### src/rtl/product_accumulator.sv
// product_accumulator
//   Sequential multiply-accumulate back end for the 4x4 array multiplier. Accepts COUNT 8-bit
//   unsigned products over a valid/ready handshake, sums them into an ACC_W-bit accumulator,
//   then presents the finished sum (plus a sticky overflow flag) over a second valid/ready
//   handshake. One bubble cycle on the input side per result.
//
// Parameters
//   ACC_W  accumulator/result width, 8..16
//   COUNT  products summed per result, 1..255
//
// Ports
//   clk        clock, rising edge
//   rst        asynchronous active-high reset
//   clear      synchronous abort: drop partial sum, zero acc_out, back to accumulating
//   in_valid   product is valid
//   in_ready   accumulator can accept a product (low while clear=1 or a result is held)
//   product    unsigned product from the multiplier
//   out_valid  acc_out holds a finished sum
//   out_ready  consumer takes the sum
//   acc_out    finished sum, stable while out_valid=1
//   overflow   a carry out of the accumulator occurred for the current result
//   busy       at least one product accepted for the current result
//
// Build option
//   SATURATE_EN  when defined, the accumulator clamps to 2^ACC_W-1 on carry instead of wrapping.

module product_accumulator #(
  parameter int unsigned ACC_W = 12,
  parameter int unsigned COUNT = 4
) (
  input  logic             clk,
  input  logic             rst,
  input  logic             clear,
  input  logic             in_valid,
  output logic             in_ready,
  input  logic [7:0]       product,
  output logic             out_valid,
  input  logic             out_ready,
  output logic [ACC_W-1:0] acc_out,
  output logic             overflow,
  output logic             busy
);

  localparam logic [7:0] LastIdx = 8'(COUNT - 1);

  typedef enum logic [0:0] {StAcc, StHold} state_e;

  state_e           state_q;
  logic [ACC_W-1:0] acc_q;
  logic [7:0]       cnt_q;

  logic [ACC_W:0]   sum;
  logic             carry;
  logic [ACC_W-1:0] acc_next;
  logic             last;

  // One extra bit so the carry out of the accumulator is visible.
  assign sum   = {1'b0, acc_q} + {{(ACC_W - 7){1'b0}}, product};
  assign carry = sum[ACC_W];
  assign last  = (cnt_q == LastIdx);

`ifdef SATURATE_EN
  // Once clamped, max + p carries again for any p != 0, so the clamp sticks for the result.
  assign acc_next = carry ? {ACC_W{1'b1}} : sum[ACC_W-1:0];
`else
  assign acc_next = sum[ACC_W-1:0];
`endif

  // clear masks in_ready so a product presented alongside clear is never taken.
  assign in_ready  = (state_q == StAcc) & ~clear;
  assign out_valid = (state_q == StHold);
  assign busy      = (state_q == StHold) | (cnt_q != 8'd0);

  always_ff @(posedge clk or posedge rst) begin
    if (rst) begin
      state_q  <= StAcc;
      acc_q    <= '0;
      cnt_q    <= '0;
      acc_out  <= '0;
      overflow <= 1'b0;
    end else if (clear) begin
      state_q  <= StAcc;
      acc_q    <= '0;
      cnt_q    <= '0;
      acc_out  <= '0;
      overflow <= 1'b0;
    end else begin
      unique case (state_q)
        StAcc: begin
          if (in_valid) begin
            acc_q <= acc_next;
            cnt_q <= cnt_q + 8'd1;
            if (carry) begin
              overflow <= 1'b1;
            end
            if (last) begin
              acc_out <= acc_next;
              state_q <= StHold;
            end
          end
        end
        StHold: begin
          if (out_ready) begin
            acc_q    <= '0;
            cnt_q    <= '0;
            overflow <= 1'b0;
            state_q  <= StAcc;
          end
        end
        default: state_q <= StAcc;
      endcase
    end
  end

endmodule

### config.mk
export PLATFORM = sky130hd
export DESIGN_NAME = product_accumulator
export DESIGN_NICKNAME = d
export VERILOG_FILES = /design/src/rtl/product_accumulator.sv
export SDC_FILE = /design/constraint.sdc
export NUM_CORES = 1
export LEC_CHECK = 0
export CELL_PAD_IN_SITES_DETAIL_PLACEMENT = 0
export CELL_PAD_IN_SITES_GLOBAL_PLACEMENT = 2
export CORE_MARGIN = 1.5
export CORE_UTILIZATION = 34
export DETAILED_ROUTE_END_ITERATION = 7
export GPL_TIMING_DRIVEN = 1
export HOLD_SLACK_MARGIN = 0.03
export MAX_ROUTING_LAYER = met4
export PLACE_DENSITY_LB_ADDON = 0.2
export SETUP_SLACK_MARGIN = 0.02
export SYNTH_ARGS = -nofsm -noshare
export SYNTH_HDL_FRONTEND = slang
export SYNTH_SLANG_ARGS = --single-unit
### constraint.sdc
create_clock -name clk -period 2.5 [get_ports clk]
set_input_delay 0.25 -clock clk [delete_from_list [all_inputs] [get_ports clk]]
set_output_delay 0.25 -clock clk [all_outputs]
set_load 0.05 [all_outputs]
==> results.sh <==
export IMPL_status="finished clean"
export IMPL_power_mw=1.36
export IMPL_final_fill_count=540
export IMPL_cts_tree="built"
export IMPL_critPathArrivalTime_ns=2.02
export IMPL_yosys_register_bits=34
export IMPL_finalNetCount=250
export IMPL_total_leakage_power_nw=1.02
export IMPL_vias_in_the_first_global_route=1569
export IMPL_dp_worst_setup_slack_ns=0.0490
export IMPL_clock_latency_ns=0.29
export IMPL_instances_no_fill=299
export IMPL_critical_path_reg2reg_startpoint="acc_q[0]"
export IMPL_drt_drc_violations_left=0
export IMPL_fin_worst_skew_ns=0.00603
export IMPL_max_vdd_ir_drop_uv=274
export IMPL_hold_path_class="in -> async"
export IMPL_initial_core_util_pct=34.9
export IMPL_synthDistinctLibCells=47
export IMPL_final_core_util_pct=43.6
export IMPL_critPathMaxFanout=5
export IMPL_routed_via_density=5.14
export IMPL_clkSinkCount=34
export IMPL_clock_slew_at_reported_path_ffs_ns=0.08
export IMPL_criticalPathCategory="reg -> out"
export IMPL_detail_route_antenna_nets=0
export IMPL_synth_edff_count=0
export IMPL_yosysWarningCount=0
export IMPL_globalplace_congestion=0.779
export IMPL_floorplan_die_area_um2=6080
export IMPL_fin_ws_ns=0.228
export IMPL_slew_viol_final=0
export IMPL_cts_root_buf="sky130_fd_sc_hd__clkbuf_8"
export IMPL_start_kind="flop"
export IMPL_port_buffers=28
export IMPL_worst_setup_path_end_kind="output port"
export IMPL_initialDrtViolationCount=63
export IMPL_floorplan_core_area_um2=5470
export IMPL_drt_first_pass_iters=4
export IMPL_max_cap_violations=0
export IMPL_period_share_pct=90.9
export IMPL_global_route_wire_length_before_repair_mm=8.18
export IMPL_pwr_density_cell_nw_per_um2=572
export IMPL_synth_flop_cell="sky130_fd_sc_hd__dfrtp_1"
export IMPL_setup_violations=0
export IMPL_syn_mean_instance_area_um2=9.91
export IMPL_critical_path_startpoint="cnt_q[4]"
export IMPL_grt_antenna_before_repair=0
export IMPL_wl_mm=4.82
export IMPL_wire_per_inst_um=16.1
export IMPL_max_freq_mhz=440
export IMPL_num_antenna_cells=0
export IMPL_overflow=0
export IMPL_worst_slew_pin_transition_ns=0.556
export IMPL_cts_buffer_depth=2
export IMPL_area_delta_synth_final_pct=24.7
export IMPL_io_pins=29
export IMPL_dp_hpwl_mm=3.42
export IMPL_post_route_min_period_ns=2.27
export IMPL_largest_net_degree_at_the_start_of_global_routing=35
export IMPL_required_ns=2.25
export IMPL_timing_final_hold_violations=0
export IMPL_asyncSetResetFlopFracSynth_pct=100
export IMPL_dp_cells=291
export IMPL_setup_tns_final_ns=0
export IMPL_die_h_um=78.0
export IMPL_synthesized_cell_area_um2=1910
export IMPL_yosysSeqAreaShare_pct=44.5
export IMPL_dieWidth_um=78.0
export IMPL_syn_instance_count=193
export IMPL_cts_max_level=2
export IMPL_routed_via_count=1536
export IMPL_global_route_usage_total_pct=18.1
export IMPL_synth_fp_nets=217
export IMPL_layout_drive_gt1_share_pct=11.0
export IMPL_grt_setup_unrepaired="false"
export IMPL_tritoncts_buffers=5
export IMPL_slew_headroom_pct=62.9
export IMPL_core_rowCount=27
through the flow:
step	hold slack, ns	area (um2)
3_3_place_gp	0.462	2290
3_5_place_dp	0.474	2290
6_report	0.362	2380
2_1_floorplan	0.392	1910
5_1_grt	0.407	2380
4_1_cts	0.380	2380
layout make-up:
type,count,area [um2],share of cell area (%)
Inverter,5,18.8,0.787
Timing Repair Buffer,34,334,14.0
Clock buffer,6,82.6,3.46
Tap cell,72,90.1,3.78
Clock inverter,2,12.5,0.525
Sequential cell,34,851,35.7
Multi-Input combinational cell,146,996,41.8
state kept, by name (all words and copies together), names as in the netlist:
name,count
acc_out,12
acc_q,12
cnt_q,8
out_valid,1
overflow,1
worst max-delay path, stage by stage, from the launching register on:
cell,delay [ns]
sky130_fd_sc_hd__dfrtp_1,0.42
sky130_fd_sc_hd__or4_4,0.56
sky130_fd_sc_hd__nor3_4,0.23
sky130_fd_sc_hd__nand3b_1,0.10
sky130_fd_sc_hd__dlygate4sd2_1,0.42
logic make-up after synthesis:
| kind of cell | count (synthesis) | synth area share [%] |
|---|---|---|
| DFF | 34 | 44.5 |
| xor gates and xnor gates | 14 | 6.41 |
| AOI/OAI and AO/OA | 52 | 18.7 |
| adders and majority gates | 11 | 7.59 |
| and+or+nand+nor | 68 | 18.8 |
| buffers and inverters | 13 | 3.40 |
| muxes | 1 | 0.524 |
synth_stat cells, types with 2 or more instances:
master | count | area (um2)
sky130_fd_sc_hd__dfrtp_1 | 34 | 851
sky130_fd_sc_hd__nand2_1 | 25 | 93.8
sky130_fd_sc_hd__a21oi_1 | 16 | 80.1
sky130_fd_sc_hd__nor2_1 | 14 | 52.6
sky130_fd_sc_hd__ha_1 | 10 | 125
sky130_fd_sc_hd__o21ai_0 | 9 | 45.0
sky130_fd_sc_hd__xnor2_1 | 9 | 78.8
sky130_fd_sc_hd__a22o_1 | 6 | 52.6
sky130_fd_sc_hd__inv_1 | 5 | 18.8
sky130_fd_sc_hd__xor2_1 | 5 | 43.8
sky130_fd_sc_hd__a211oi_2 | 4 | 50.1
sky130_fd_sc_hd__buf_4 | 4 | 30.0
sky130_fd_sc_hd__and3_1 | 3 | 18.8
sky130_fd_sc_hd__clkbuf_1 | 3 | 11.3
sky130_fd_sc_hd__nand2b_1 | 3 | 18.8
sky130_fd_sc_hd__nand3_1 | 3 | 15.0
sky130_fd_sc_hd__nand4_1 | 3 | 18.8
sky130_fd_sc_hd__nor2b_1 | 3 | 18.8
sky130_fd_sc_hd__or3_1 | 3 | 18.8
sky130_fd_sc_hd__a31oi_1 | 2 | 12.5
sky130_fd_sc_hd__o21a_1 | 2 | 15.0
sky130_fd_sc_hd__o21ai_1 | 2 | 10.0
report_power, final:
part	internal, mW	switching, mW
registers	0.580	0.0272
logic	0.139	0.183
clock network	0.222	0.215
total	0.940	0.424
path summary, 6_finish.rpt:
kind / endpoint / slack (ns) / cells after the start
setup / recovery: busy / 0.23 / 4
hold / removal: acc_out[0] / 0.36 / 3
setup reg to reg: acc_q[8] / 0.31 / 9
min in group clk: acc_q[2] / 0.49 / 2
hold reg to reg: acc_q[2] / 0.49 / 2
max in group asynchronous: acc_out[8] / 1.81 / 3
per-layer routing:
layer | track usage, % | wire length (um)
met1 | 23.2 | 2300
met2 | 29.0 | 2340
met3 | 4.59 | 140
met4 | 3.75 | 40
met5 | - | 0
layout by cell type (no fill, tap or decap), types with 5 or more instances in the layout:
cell / synthesis / routed
sky130_fd_sc_hd__a21oi_1: 16 / 16
sky130_fd_sc_hd__ha_1: 10 / 10
sky130_fd_sc_hd__inv_1: 5 / 5
sky130_fd_sc_hd__xor2_1: 5 / 5
sky130_fd_sc_hd__dfrtp_1: 34 / 34
sky130_fd_sc_hd__xnor2_1: 9 / 9
sky130_fd_sc_hd__buf_4: 4 / 6
sky130_fd_sc_hd__o21ai_0: 9 / 9
sky130_fd_sc_hd__a22o_1: 6 / 6
sky130_fd_sc_hd__clkdlybuf4s50_1: 0 / 26
sky130_fd_sc_hd__nand2_1: 25 / 25
sky130_fd_sc_hd__nor2_1: 14 / 14
sky130_fd_sc_hd__clkbuf_8: 0 / 6
repair_timing:
action / in CTS / in global routing
resized for setup: 1 / 0
endpoints found under the setup margin: 1 / 0
setup buffers: 0 / 0
hold buffers: 0 / 0
Power figures use the tool's default switching activity.
